--- src/rtl/regfile_wb_scheduler.sv ---
`default_nettype none
// ============================================================================
// Module      : regfile_wb_scheduler
// Description : Write-back scheduler and scoreboard for a 32x32 register file.
//               Arbitrates the single register-file write port between the
//               ALU and load/memory write-back requesters (round-robin on
//               contention), tracks destination registers with writes in
//               flight, and stalls issue on RAW/WAW hazards.
// Ports       : clk, reset          - clock, synchronous active-high reset
//               issue_*             - decode interface (issue_stall out)
//               alu_* / mem_*       - write-back requesters (valid/ready)
//               RegWrite, Write_register, Write_data - register file port
//               busy                - per-register pending-write scoreboard
//               spurious_wb         - sticky: write granted to a non-busy rd
// Options     : WB_BYPASS_EN adds bypass_hit1, bypass_hit2, bypass_data,
//               forwarding the write port to decode in the write cycle.
// Revision    : 1.0 - initial release
// ============================================================================
module regfile_wb_scheduler #(
    parameter int DATA_W = 32,
    parameter int ADDR_W = 5,
    parameter int NREGS  = 32
) (
    input  logic              clk,
    input  logic              reset,
    input  logic              issue_valid,
    input  logic [ADDR_W-1:0] issue_rs1,
    input  logic [ADDR_W-1:0] issue_rs2,
    input  logic [ADDR_W-1:0] issue_rd,
    input  logic              issue_wr,
    output logic              issue_stall,
    input  logic              alu_valid,
    input  logic [ADDR_W-1:0] alu_rd,
    input  logic [DATA_W-1:0] alu_data,
    output logic              alu_ready,
    input  logic              mem_valid,
    input  logic [ADDR_W-1:0] mem_rd,
    input  logic [DATA_W-1:0] mem_data,
    output logic              mem_ready,
    output logic              RegWrite,
    output logic [ADDR_W-1:0] Write_register,
    output logic [DATA_W-1:0] Write_data,
    output logic [NREGS-1:0]  busy,
    output logic              spurious_wb
`ifdef WB_BYPASS_EN
    ,
    output logic              bypass_hit1,
    output logic              bypass_hit2,
    output logic [DATA_W-1:0] bypass_data
`endif
);

    localparam logic [ADDR_W-1:0] c_ZERO_REG = '0;

    logic [NREGS-1:0]  r_busy;
    logic              r_rr_ptr;        // 0: ALU wins next contention, 1: MEM
    logic              r_reg_write;
    logic [ADDR_W-1:0] r_write_register;
    logic [DATA_W-1:0] r_write_data;
    logic              r_spurious;

    logic              w_alu_grant;
    logic              w_mem_grant;
    logic              w_grant;
    logic              w_contention;
    logic [ADDR_W-1:0] w_gnt_rd;
    logic [DATA_W-1:0] w_gnt_data;
    logic              w_accept;
    logic [NREGS-1:0]  w_set_mask;
    logic [NREGS-1:0]  w_clr_mask;

    // ------------------------------------------------------------------
    // Issue hazard check against the scoreboard
    // ------------------------------------------------------------------
    assign issue_stall = issue_valid &
                         (r_busy[issue_rs1] | r_busy[issue_rs2] |
                          (issue_wr & r_busy[issue_rd]));
    assign w_accept    = issue_valid & ~issue_stall;

    // ------------------------------------------------------------------
    // Round-robin arbitration. Grants are suppressed during reset so that
    // no requester sees a handshake that the reset is about to discard.
    // ------------------------------------------------------------------
    assign w_contention = alu_valid & mem_valid;
    assign w_alu_grant  = ~reset & alu_valid & (~mem_valid | ~r_rr_ptr);
    assign w_mem_grant  = ~reset & mem_valid & (~alu_valid |  r_rr_ptr);
    assign w_grant      = w_alu_grant | w_mem_grant;
    assign alu_ready    = w_alu_grant;
    assign mem_ready    = w_mem_grant;

    always_comb begin
        w_gnt_rd   = alu_rd;
        w_gnt_data = alu_data;
        if (w_mem_grant) begin
            w_gnt_rd   = mem_rd;
            w_gnt_data = mem_data;
        end
    end

    // ------------------------------------------------------------------
    // Scoreboard set/clear masks. Register 0 is never tracked.
    // ------------------------------------------------------------------
    always_comb begin
        w_set_mask = '0;
        w_clr_mask = '0;
        if (w_accept && issue_wr && (issue_rd != c_ZERO_REG)) begin
            w_set_mask[issue_rd] = 1'b1;
        end
        if (w_grant) begin
            w_clr_mask[w_gnt_rd] = 1'b1;
        end
    end

    always_ff @(posedge clk) begin
        if (reset) begin
            r_busy           <= '0;
            r_rr_ptr         <= 1'b0;
            r_reg_write      <= 1'b0;
            r_write_register <= '0;
            r_write_data     <= '0;
            r_spurious       <= 1'b0;
        end else begin
            // Clear applied before set: a newly issued writer owns its rd.
            r_busy <= (r_busy & ~w_clr_mask) | w_set_mask;

            if (w_contention) begin
                r_rr_ptr <= ~r_rr_ptr;
            end

            if (w_grant) begin
                r_reg_write      <= (w_gnt_rd != c_ZERO_REG);
                r_write_register <= w_gnt_rd;
                r_write_data     <= w_gnt_data;
                if ((w_gnt_rd != c_ZERO_REG) && !r_busy[w_gnt_rd]) begin
                    r_spurious <= 1'b1;
                end
            end else begin
                r_reg_write <= 1'b0;
            end
        end
    end

    assign busy           = r_busy;
    assign RegWrite       = r_reg_write;
    assign Write_register = r_write_register;
    assign Write_data     = r_write_data;
    assign spurious_wb    = r_spurious;

`ifdef WB_BYPASS_EN
    // Forward the in-progress register-file write to decode so that a read
    // of the register being written this cycle does not return stale data.
    assign bypass_hit1 = r_reg_write & (r_write_register == issue_rs1) &
                         (issue_rs1 != c_ZERO_REG);
    assign bypass_hit2 = r_reg_write & (r_write_register == issue_rs2) &
                         (issue_rs2 != c_ZERO_REG);
    assign bypass_data = r_write_data;
`endif

endmodule
`default_nettype wire

--- config.mk ---
export PLATFORM = sky130hd
export DESIGN_NAME = regfile_wb_scheduler
export DESIGN_NICKNAME = d
export VERILOG_FILES = /design/src/rtl/regfile_wb_scheduler.sv
export SDC_FILE = /design/constraint.sdc
export NUM_CORES = 1
export LEC_CHECK = 0
export CORE_UTILIZATION = 25
export DETAILED_ROUTE_END_ITERATION = 8
export PLACE_DENSITY = 0.59
export SETUP_SLACK_MARGIN = 0.15
export SYNTH_ARGS = -nofsm -noshare
export SYNTH_HDL_FRONTEND = slang
export SYNTH_SLANG_ARGS = --single-unit
--- constraint.sdc ---
create_clock -name clk -period 2.9 [get_ports clk]
set_input_delay 0.29 -clock clk [delete_from_list [all_inputs] [get_ports clk]]
set_output_delay 0.29 -clock clk [all_outputs]
set_load 0.05 [all_outputs]
==> results.md <==
- Net Sw Frac: 29.9%
- Top_reg_cell synth: dfxtp_1
- Initial antenna violation count: 0
- # rows: 49
- Post-synthesis sequential area ratio: 31.5%
- Hold_sp: reset
- Asr flop ratio synth: 0%
- Most common cell on crit path: mux4_2
- Placed insts: 937
- Slew Limit Headroom: 37.3%
- Sequence of cells on the critical path: mux4_2 > mux4_2 > mux2i_2 > nand2_2 > a21oi_1 > nor2b_1 > buf_6
- Post-CTS Hold Fix Bufs: 0
- Psw: 869 µW
- PD cells: 411 mW/mm²
- Maxcap violations: 0
- First-pass GRT wire length: 28.4 mm
- CP Data Required Time: 2610 ps
- Worst hold endpoint: RegWrite
- Endpoints failing setup: 0
- Synth area leader: dfxtp_1
- Comb pwr share: 25.7%
- Number of synthesized flops with an enable pin: 0
- Starting Density: 25.5%
- Reg clk slew, reported paths: 60 ps
- Core area: 0.0180 mm²
- Hold Path Depth: 3
- Fin. max-slew vios: 0
- Post-CTS Setup Inserts: 0
- Share of cells above drive strength 1: 14.7%
- Setup crit end kind: output pin
- Yosys cell types: 47
- Synthesis Warnings: 0
- Setup slack after layout: 232 ps
- Reg power frac: 36.8%
- H-tree levels: 3
- Synth top area share: 31.5%
- Vias/cell: 5.42
- Vias in the first global route: 4740
- Crit share post-route: 92.0%
- Area Overhead vs Synth: 54.1%
- Io pins: 169
- Largest net degree at the start of global routing: 74
- Routability-driven placement congestion ratio: 0.884
- Cell Int Power: 2030 µW
- Synth Instances: 547
- Critical Path Fanout Max: 6
- Via count: 5151
- Average size of a mapped cell: 8.37 µm²
- R2r endpoint: busy[18]
- Hold Path Class: in2reg
- Reg2Reg Setup Slack: 540 ps
- Reg2Reg Depth: 6
- Fmax: 0.375 GHz
- Seq cells post-synth: 72
- TritonCTS Sinks: 72
- Pre-CTS WS: -7.34 ps
- Clk root buf: clkbuf_16
- Leakage: 0.00264 µW
- Drt wl/cell: 20.3 µm
- GRT Util Overall: 20.3%
- Tmin final: 2670 ps
- R2r startpoint: busy[17]
- Maximum vdd drop: 0.239 mV
- DRC Markers: 0
- WP buf/inv: 1
- Status: complete, no violations
- Skew final: 7.17 ps
- Drt first pass iters: 5
- RSZ-0062 raised after global routing: no
- Critical path arrival: 2380 ps
- Total gr overflow: 0
- Port Buffers: 168
- Final Non-Filler Cells: 951
- Top delay family on crit path: multiplexers
- Post-DP HPWL: 13.9 mm
- Initial drt markers: 684
- DRT Wirelength: 19.3 mm
- Nets: 815
- Final hold vios: 0
- Number of clock buffers inserted by TritonCTS: 9
- Die Y-Extent: 137 µm
- Antenna-violating nets left: 0
- Crit path kind: reg2out
- CP max stage cell: mux4_2
- Layout Utilization: 39.3%
- Mapped cell area: 0.00458 mm²
- TritonCTS clock tree: built
- Ranking of synthesized cells by area: dfxtp_1 (31%), mux4_2 (9.8%), mux2i_1 (8.1%)
- Largest stage delay, worst path: 490 ps
- Clk pwr share: 37.6%
- Die area: 0.0189 mm²
- Net Count, Synth: 642
- Die span in x: 137 µm
- Worst slew pin tran: 933 ps
- Clock Path Buffers: 2
- Critical path launch point type: flip-flop
- # diodes: 0
- Clk_lat worst skew: 340 ps
==> worst max path at each step <==
| stage | startpoint | end | cells past startpoint |
|---|---|---|---|
| after floorplan | issue_rd[0] | issue_stall | 9 |
| after global placement | issue_rs2[1] | issue_stall | 9 |
| after detailed placement | issue_rs2[1] | issue_stall | 9 |
| after CTS | issue_rs1[2] | issue_stall | 8 |
| after global routing | busy[6] | issue_stall | 7 |
| final | busy[17] | issue_stall | 7 |
==> cell usage in the layout (no fill, tap or decap), types with 2 or more instances in the layout <==
master and count:
nand2_1 78, nor3b_1 5, a31oi_1 4, and3b_1 2, nor3_1 10, a21oi_1 2
nor4b_1 2, and2_1 2, mux4_2 20, o21ai_0 31, and4b_1 3, dfxtp_1 60
nor2b_1 33, clkbuf_16 9, nand3_1 37, o31ai_1 31, a211oi_1 3, inv_1 3
mux2i_1 35, a311oi_1 35, buf_6 2, dlymetal6s2s_1 4, o22ai_1 11, nor2_1 46
dfxtp_2 12, a41oi_1 2, or2_2 3, o31a_1 2, buf_12 4, clkbuf_1 2
buf_4 39, mux2i_2 2, or3_1 2, dlygate4sd2_1 3, clkdlybuf4s50_1 157
==> kinds of logic (layout without fill, tap and decap cells) <==
logic type,after synthesis,in the layout,share of synthesized area [%]
compound gates,126,126,19.8
buf+inv,54,229,4.89
simple gates,235,235,25.1
xor+xnor,1,1,0.191
mux,59,59,18.5
flops,72,72,31.5
==> stage by stage <==
stage               hold slack, ps  power, µW  cell area, µm²  setup TNS, ps
floorplan                      450       1490            4580              0
global placement               463       1830            6710          -4.14
detailed placement             469       1830            6710          -7.34
CTS                            427       2920            7020              0
global route                   433       3010            7060              0
finish                         425       2900            7060              0
==> sequential cells by signal, summed over array words and instances, names as in the netlist <==
| name | cells |
|---|---|
| r_rr_ptr | 1 |
| spurious_wb | 1 |
| busy | 32 |
| RegWrite | 1 |
| Write_data | 32 |
| Write_register | 5 |
==> cell usage after synthesis, types with 3 or more instances <==
| cell | number |
|---|---|
| a211oi_1 | 3 |
| a311oi_1 | 35 |
| a31oi_1 | 4 |
| and4b_1 | 3 |
| buf_1 | 8 |
| buf_2 | 11 |
| clkbuf_1 | 30 |
| dfxtp_1 | 72 |
| inv_1 | 3 |
| mux2i_1 | 37 |
| mux4_2 | 20 |
| nand2_1 | 79 |
| nand3_1 | 37 |
| nor2_1 | 47 |
| nor2b_1 | 33 |
| nor3_1 | 10 |
| nor3b_1 | 5 |
| o21ai_0 | 31 |
| o22ai_1 | 11 |
| o31ai_1 | 31 |
| or2_2 | 3 |
==> worst min-delay path: cells and delay by family <==
family	cells	cell delay, ps
buf+inv	1	180
compound gates	1	130
simple gates	1	90
==> area by class of cell <==
class                           instances  area (µm²)
Multi-Input combinational cell        421        2940
Inverter                                4        15.0
Clock buffer                           12         246
Fill cell                            1838       10900
Clock inverter                          1        30.0
Timing Repair Buffer                  212        2090
Tap cell                              229         287
Sequential cell                        72        1460
==> routing by layer <==
| metal | up-vias | global-route usage [%] | part of all wire, % |
|---|---|---|---|
| li1 | 2388 | - | - |
| met1 | 2400 | 26.5 | 42 |
| met2 | 316 | 30.6 | 43 |
| met3 | 47 | 5.45 | 12 |
| met4 | 0 | 10.5 | 3.5 |
| met5 | - | 0 | 0 |
==> power groups by stage <==
stage                     Clock, µW  Combinational [µW]  Sequential, µW
after detailed placement          0                 739            1090
after floorplan                   0                 246            1240
final                          1090                 745            1070
after CTS                      1110                 748            1070
after global placement            0                 738            1090
after global routing           1150                 793            1070
==> repair_timing <==
action                                  in CTS  in global routing
pin swaps                                    1                  1
endpoints found under the setup margin       1                  1
cloned                                       1                  0
resized for setup                            6                 22
Power figures use the tool's default switching activity.
